<file path="src/rtl/gin_pkg.sv">
// Shared definitions for the global input network: element/tag widths,
// the ifmap feeder state encoding and the tagged element pushed through it.
package gin_pkg;

  localparam int VALUE_LEN = 8;
  localparam int ROW_LEN   = 4;
  localparam int ID_LEN    = 5;

  typedef enum logic [1:0] {
    IDLE,
    RUN,
    DRAIN,
    FIN
  } feeder_state_t;

  typedef struct packed {
    logic [ROW_LEN-1:0]   row_tag;
    logic [ID_LEN-1:0]    col_tag;
    logic [VALUE_LEN-1:0] value;
  } tagged_value_t;

endpackage

</file>
<file path="src/rtl/ifmap_skid_fifo.sv">
// Two-entry FIFO of tagged ifmap elements. The head slot is a register so it
// can drive the GIN enable/tag/value outputs with no logic in between.
module ifmap_skid_fifo
  import gin_pkg::*;
(
  input  logic          clk,
  input  logic          rst,
  input  logic          push,
  input  logic          pop,
  input  tagged_value_t din,
  output tagged_value_t head,
  output logic          full,
  output logic          empty,
  output logic [1:0]    count
);

  tagged_value_t slot1;
  tagged_value_t head_nxt;
  tagged_value_t slot1_nxt;
  logic [1:0]    count_nxt;
  logic [1:0]    keep;
  logic          do_pop;

  // NOTE: every variable gets a default at the top of the block, so no path
  // leaves one unassigned and no latch is inferred.
  always_comb begin
    do_pop    = pop && (count != 2'd0);
    keep      = count - {1'b0, do_pop};
    head_nxt  = do_pop ? slot1 : head;
    slot1_nxt = slot1;
    if (push) begin
      if (keep == 2'd0) head_nxt  = din;
      else              slot1_nxt = din;
    end
    count_nxt = keep + {1'b0, push};
  end

  // NOTE: state registers use non-blocking assignments so every flop samples
  // the pre-edge value of its neighbours regardless of statement order.
  always_ff @(posedge clk) begin
    if (rst) begin
      head  <= '0;
      count <= 2'd0;
    end else begin
      head  <= head_nxt;
      count <= count_nxt;
    end
  end

  // NOTE: the second slot is storage, not control; it is never read while
  // the count says it is empty, so it needs no reset.
  always_ff @(posedge clk) begin
    slot1 <= slot1_nxt;
  end

  assign full  = (count == 2'd2);
  assign empty = (count == 2'd0);

endmodule

</file>
<file path="src/rtl/ifmap_tag_feeder.sv">
// Scans an ifmap tile column-major out of the global buffer SRAM, tags each
// element with (r / rows_per_tag, r % rows_per_tag) and feeds the GIN.
module ifmap_tag_feeder
  import gin_pkg::*;
#(
  parameter int DIM_W  = 8,
  parameter int ADDR_W = 14
) (
  input  logic                 clk,
  input  logic                 rst,
  input  logic                 start,
  input  logic [DIM_W-1:0]     num_rows,
  input  logic [DIM_W-1:0]     num_cols,
  input  logic [ID_LEN-1:0]    rows_per_tag,
  input  logic [ADDR_W-1:0]    base_addr,
  output logic                 busy,
  output logic                 done,
  output logic                 sram_re,
  output logic [ADDR_W-1:0]    sram_addr,
  input  logic [VALUE_LEN-1:0] sram_rdata,
  output logic                 enable,
  input  logic                 ready,
  output logic [ROW_LEN-1:0]   row_tag,
  output logic [ID_LEN-1:0]    col_tag,
  output logic [VALUE_LEN-1:0] value
);

  feeder_state_t state, state_nxt;

  logic [DIM_W-1:0]   cfg_rows, cfg_cols, rd_r, rd_c;
  logic [ID_LEN-1:0]  cfg_rpt, tag_col, pend_col;
  logic [ROW_LEN-1:0] tag_row, pend_row;
  logic [ADDR_W-1:0]  addr, col_addr;
  logic               rd_pend;

  tagged_value_t fifo_head;
  logic          push, pop, full, empty;
  logic [1:0]    count;
  logic [2:0]    occ;
  logic          last_row, last_col, zero_dim;

  assign zero_dim = (num_rows == '0) || (num_cols == '0);
  assign last_row = (rd_r == cfg_rows - DIM_W'(1));
  assign last_col = (rd_c == cfg_cols - DIM_W'(1));

  // Slots already committed next cycle: stored + returning - leaving now.
  assign pop     = !empty && ready;
  assign push    = rd_pend;
  assign occ     = 3'(count) + 3'(rd_pend) - 3'(pop);
  assign sram_re = (state == RUN) && (occ < 3'd2);

  always_ff @(posedge clk) begin
    if (rst) state <= IDLE;
    else     state <= state_nxt;
  end

  always_comb begin
    state_nxt = state;
    unique case (state)
      IDLE:    if (start) state_nxt = zero_dim ? FIN : RUN;
      RUN:     if (sram_re && last_row && last_col) state_nxt = DRAIN;
      DRAIN:   if (empty && !rd_pend) state_nxt = FIN;
      FIN:     state_nxt = IDLE;
      default: state_nxt = IDLE;
    endcase
  end

  always_ff @(posedge clk) begin
    if (rst) begin
      cfg_rows <= '0;
      cfg_cols <= '0;
      cfg_rpt  <= '0;
      rd_r     <= '0;
      rd_c     <= '0;
      addr     <= '0;
      col_addr <= '0;
      tag_row  <= '0;
      tag_col  <= '0;
      pend_row <= '0;
      pend_col <= '0;
      rd_pend  <= 1'b0;
    end else begin
      rd_pend <= sram_re;
      if (state == IDLE && start) begin
        cfg_rows <= num_rows;
        cfg_cols <= num_cols;
        cfg_rpt  <= (rows_per_tag == '0) ? ID_LEN'(1) : rows_per_tag;
        rd_r     <= '0;
        rd_c     <= '0;
        addr     <= base_addr;
        col_addr <= base_addr;
        tag_row  <= '0;
        tag_col  <= '0;
      end else if (sram_re) begin
        // Tags ride alongside the read and meet its data one cycle later.
        pend_row <= tag_row;
        pend_col <= tag_col;
        if (last_row) begin
          rd_r     <= '0;
          rd_c     <= rd_c + DIM_W'(1);
          col_addr <= col_addr + ADDR_W'(1);
          addr     <= col_addr + ADDR_W'(1);
          tag_row  <= '0;
          tag_col  <= '0;
        end else begin
          rd_r <= rd_r + DIM_W'(1);
          addr <= addr + ADDR_W'(cfg_cols);
          if (tag_col == cfg_rpt - ID_LEN'(1)) begin
            tag_col <= '0;
            tag_row <= tag_row + ROW_LEN'(1);
          end else begin
            tag_col <= tag_col + ID_LEN'(1);
          end
        end
      end
    end
  end

  ifmap_skid_fifo u_skid (
    .clk   (clk),
    .rst   (rst),
    .push  (push),
    .pop   (pop),
    .din   ('{row_tag: pend_row, col_tag: pend_col, value: sram_rdata}),
    .head  (fifo_head),
    .full  (full),
    .empty (empty),
    .count (count)
  );

  no_overflow_a: assert property (@(posedge clk) disable iff (rst)
    !(push && full && !pop));

  assign busy      = (state == RUN) || (state == DRAIN);
  assign done      = (state == FIN);
  assign sram_addr = addr;
  assign enable    = !empty;
  assign row_tag   = fifo_head.row_tag;
  assign col_tag   = fifo_head.col_tag;
  assign value     = fifo_head.value;

endmodule

</file>
<file path="config.mk">
export PLATFORM = sky130hd
export DESIGN_NAME = ifmap_tag_feeder
export DESIGN_NICKNAME = d
export VERILOG_FILES = /design/src/rtl/gin_pkg.sv /design/src/rtl/ifmap_skid_fifo.sv /design/src/rtl/ifmap_tag_feeder.sv
export SDC_FILE = /design/constraint.sdc
export NUM_CORES = 1
export LEC_CHECK = 0
export CORE_UTILIZATION = 38
export CTS_CLUSTER_DIAMETER = 40
export DETAILED_ROUTE_END_ITERATION = 16
export DONT_BUFFER_PORTS = 1
export SKIP_LAST_GASP = 1
export SLEW_MARGIN = 15
export SYNTH_ARGS = -nofsm -noshare
export SYNTH_HDL_FRONTEND = slang
export SYNTH_HIERARCHICAL = 1
export SYNTH_SLANG_ARGS = --single-unit
</file>
<file path="constraint.sdc">
create_clock -name clk -period 4.6 [get_ports clk]
set_clock_uncertainty 0.05 [all_clocks]
set_input_delay 1.38 -clock clk [delete_from_list [all_inputs] [get_ports clk]]
set_output_delay 1.38 -clock clk [all_outputs]
set_load 0.1 [all_outputs]
</file>
## Word-level counts from Yosys, hierarchy flattened

Index checks and enable logic that the tools add are counted.
Widths: inputs -> output; s select.

- Flip-flop bits (word level): 122
- Input bits: 47
- Output and inout port bits: 35
- Word-level logic and storage cells: 93

- Add/subtract/negate cells: 13
- Order comparisons: 1
- Equal/unequal tests: 9
- Multiplexer cells: 20
- Bitwise operators: 2
- Reduce and logical (&&, ||, !) cells: 28

Operators by type and width:

| operator | count |
|---|---|
| $mux 14 | 6 |
| $mux 17 | 3 |
| $add 8x1->8 const B | 2 |
| $eq 8x8->1 | 2 |
| $logic_not 8->1 | 2 |
| $sub 8x1->8 const B | 2 |
| $mux 5 | 3 |
| $add 14x1->14 const B | 1 |
| $add 14x8->14 | 1 |
| $reduce_and 2->1 | 5 |
| $mux 2 | 4 |
| $mux 4 | 2 |
| $mux 8 | 1 |
| $pmux 2 s4 | 1 |
| $reduce_bool 2->1 | 4 |
| $logic_and 1x1->1 | 7 |
| $logic_not 2->1 | 3 |
| $add 5x1->5 const B | 1 |
| $eq 5x5->1 | 1 |
| $logic_not 5->1 | 1 |
| $sub 5x1->5 const B | 1 |
| $add 4x1->4 const B | 1 |
| $eq 2x2->1 const B | 2 |
| $ne 2x2->1 const B | 2 |
| other kinds (12) | 15 |

## Longest topological paths before layout

- Depth in word-level cells: 10
- Gate-level depth with buffers: 13
- Gate-level depth less buffers: 13

## Hierarchy

Netlist, hierarchy kept.

Modules (own cells, without submodules):

| module | times used | cells each | area an instance (um^2) | seq. area each (um^2) |
|---|---|---|---|---|
| ifmap_tag_feeder | 1 | 659 | 5182.5 | 1721.7 |
| ifmap_skid_fifo | 1 | 126 | 1512.7 | 890.9 |

## Worst setup path before layout

No wires, ideal clock.

- Path type: input port to output port
- Start point: input ready
- End point: output sram_re
- Arrival: 3.840 ns
- Path slack: -0.670 ns
- Stages: 8
- Buffers on the path: 1
- Cell sequence: nor2b_1 > ha_1 > nand2b_1 > fa_1 > xnor2_1 > nand3_1 > inv_2 > buf_1

- Cells in the longest elaborated chain, start to end: 4

RTL lines:

| item | RTL line | text |
|---|---|---|
| start, declared | ifmap_tag_feeder.sv:22 | `input logic ready,` |
| $logic_and 1x1->1 | ifmap_tag_feeder.sv:47 | `assign pop = !empty && ready;` |
| $sub 3x1->3 | ifmap_tag_feeder.sv:49 | `assign occ = 3'(count) + 3'(rd_pend) - 3'(pop);` |
| $lt 3x2->1 | ifmap_tag_feeder.sv:50 | `assign sram_re = (state == RUN) && (occ < 3'd2);` |
| $logic_and 1x1->1 | ifmap_tag_feeder.sv:50 |  |
| end, declared | ifmap_tag_feeder.sv:18 | `output logic sram_re,` |

Every way passes these cells.

## Final worst setup path

Same ends and word-level chain as after synthesis.

==> impl_metrics.json <==
{
  "place.gp.congestion": 0.8265,
  "cp.required_ps": 3170,
  "viasPerCell": 5.484,
  "dieWidth_um": 134.7,
  "irDropWorstVdd_mv": 0.4496,
  "p_leak_nw": 2.705,
  "finalHoldViolations": 0,
  "min_to": "cfg_rows[7]$_SDFFE_PP0P_",
  "critPathMaxFanout": 5,
  "cts_tree": "done",
  "firstDrtPassIters": 4,
  "maxSlewViolCount": 0,
  "status": "complete, no violations",
  "fin_crit_sh_pct": 96.61,
  "hold_class": "flop to flop",
  "cts_buffers": 17,
  "cts_resized": 0,
  "cts.sink_count": 122,
  "worst_slew_pin_slew_ps": 1083,
  "area_growth_syn_to_layout_pct": 11.92,
  "cts_max_path_buffers": 2,
  "clock_latency_ps": 420,
  "final_util_pct": 43.43,
  "rows": 48,
  "hold_depth": 2,
  "setup_viol_count_final": 0,
  "die_area_mm2": 0.01814,
  "min-delay-start": "cfg_rows[7]$_SDFFE_PP0P_",
  "htreeDepth": 4,
  "rsz0062_at_grt": "false",
  "initial_utilization_pct": 38.81,
  "r2r-start": "u_skid/count[1]$_SDFF_PP0_",
  "insertedDiodeCount": 0,
  "power.total_mw": 4.832,
  "vias": 5577,
  "antenna_found_initial": 0,
  "ff2ff_path_depth": 14,
  "synth_warnings": 6,
  "grt_max_degree": 70,
  "cts_root_buf": "clkbuf_16",
  "design_area_mm2": 0.007486,
  "drt_iter0_drc": 285,
  "crit_type": "input port to output pin",
  "syn_avg_cell_area_um2": 8.532,
  "p_per_area_mw_per_mm2": 645.5,
  "cts.hold.buffers_added": 0,
  "post_cts_buffers": 0,
  "syn_inst": 784,
  "grtUsageTotal_pct": 18.91,
  "overflow": 0,
  "wirelength_mm": 16.35,
  "finalSetupTns_ps": 0,
  "synth_area_mm2": 0.006689,
  "crit_arrival_ps": 3010,
  "drc": 0,
  "ant_nets": 0,
  "fmax_ghz": 0.2250,
  "drive_above_1_share_pct": 11.11,
  "nNetsFinal": 852,
  "grt_pass1_vias": 5248,
  "wire_per_inst_um": 16.08,
  "period_minus_slack_ps": 4444,
  "whs_ps": 413.7,
  "start_kind": "input port",
  "grt_first_pass_wirelength_mm": 26.70,
  "synth_nets": 857,
  "maxCapViolCount": 0,
  "setup.worst_path.end_class": "output pin",
  "timing.rr.end": "rd_c[3]$_SDFFE_PP0P_",
  "dpl_cell_area_mm2": 0.006917,
  "io_pins": 82,
  "max_slew_margin_pct": 27.72,
  "portBuffers": 0,
  "rrSetupSlack_ps": 1040,
  "path_clk_slew_ps": 60,
  "dp_hpwl_mm": 11.24,
  "core_area_mm2": 0.01724,
  "die_y_um": 134.7
}
-- critical path: stages --
cell and delay (ps):
nor2b_2 150, ha_1 290, nand2b_1 150, fa_1 380
xnor2_1 160, nand3_1 140, inv_2 160, buf_12 190
-- layout make-up --
type | instances | area, um2
Clock buffer | 18 | 429.2
Timing Repair Buffer | 19 | 155.1
Tap cell | 225 | 281.5
Sequential cell | 122 | 2613
Multi-Input combinational cell | 594 | 3771
Clock inverter | 14 | 137.6
Inverter | 25 | 98.84
Fill cell | 1724 | 9751
-- how the worst max path moves through the flow --
stage               start       to  slack, ps  cells after the start
detailed placement  ready  sram_re         80                      8
finish              ready  sram_re        160                      8
floorplan           ready  sram_re         20                      8
global placement    ready  sram_re         80                      8
CTS                 ready  sram_re         70                      8
global route        ready  sram_re         90                      8
-- per-layer routing --
layer,wire length [um],global-route usage (%),part of all wire [%],up-vias
met2,7673,30.64,47,127
met5,0,0,0,-
met4,243,6.180,1.5,0
li1,-,-,-,2800
met1,7441,23.77,46,2629
met3,995,5.968,6.1,21
-- metrics by stage --
step | std cells | worst slack, ps
after global placement | 985 | 79.38
after global routing | 1017 | 93.95
after floorplan | 784 | 20.09
after detailed placement | 985 | 82.48
after CTS | 1017 | 73.31
final | 1017 | 155.8
-- where the power goes --
| part | total, mW | switching (mW) | internal (mW) |
|---|---|---|---|
| logic | 1.63 | 1.10 | 0.530 |
| clock network | 1.29 | 0.532 | 0.755 |
| registers | 1.91 | 0.648 | 1.26 |
-- sequential cells by signal, summed over array words and instances (netlist names) --
register and cells:
cfg_cols 8, cfg_rows 8, cfg_rpt 5, col_addr 14, pend_col 5, pend_row 4
push 1, rd_c 8, rd_r 8, sram_addr 14, state 2, tag_col 5
tag_row 4, u_skid/count 2, u_skid/head 17, u_skid/slot1 17
-- cells in the final DEF, fill, tap and decap left out, drive strengths merged, types with 23 or more instances in the layout --
| master | n |
|---|---|
| nor3 | 25 |
| nand4 | 23 |
| nand3 | 27 |
| xor2 | 35 |
| xnor2 | 31 |
| a21oi | 75 |
| nor2 | 64 |
| ha | 24 |
| inv | 32 |
| dfxtp | 105 |
| nand2 | 124 |
| o21ai | 25 |
No activity file was read; power rests on OpenSTA's default activity.
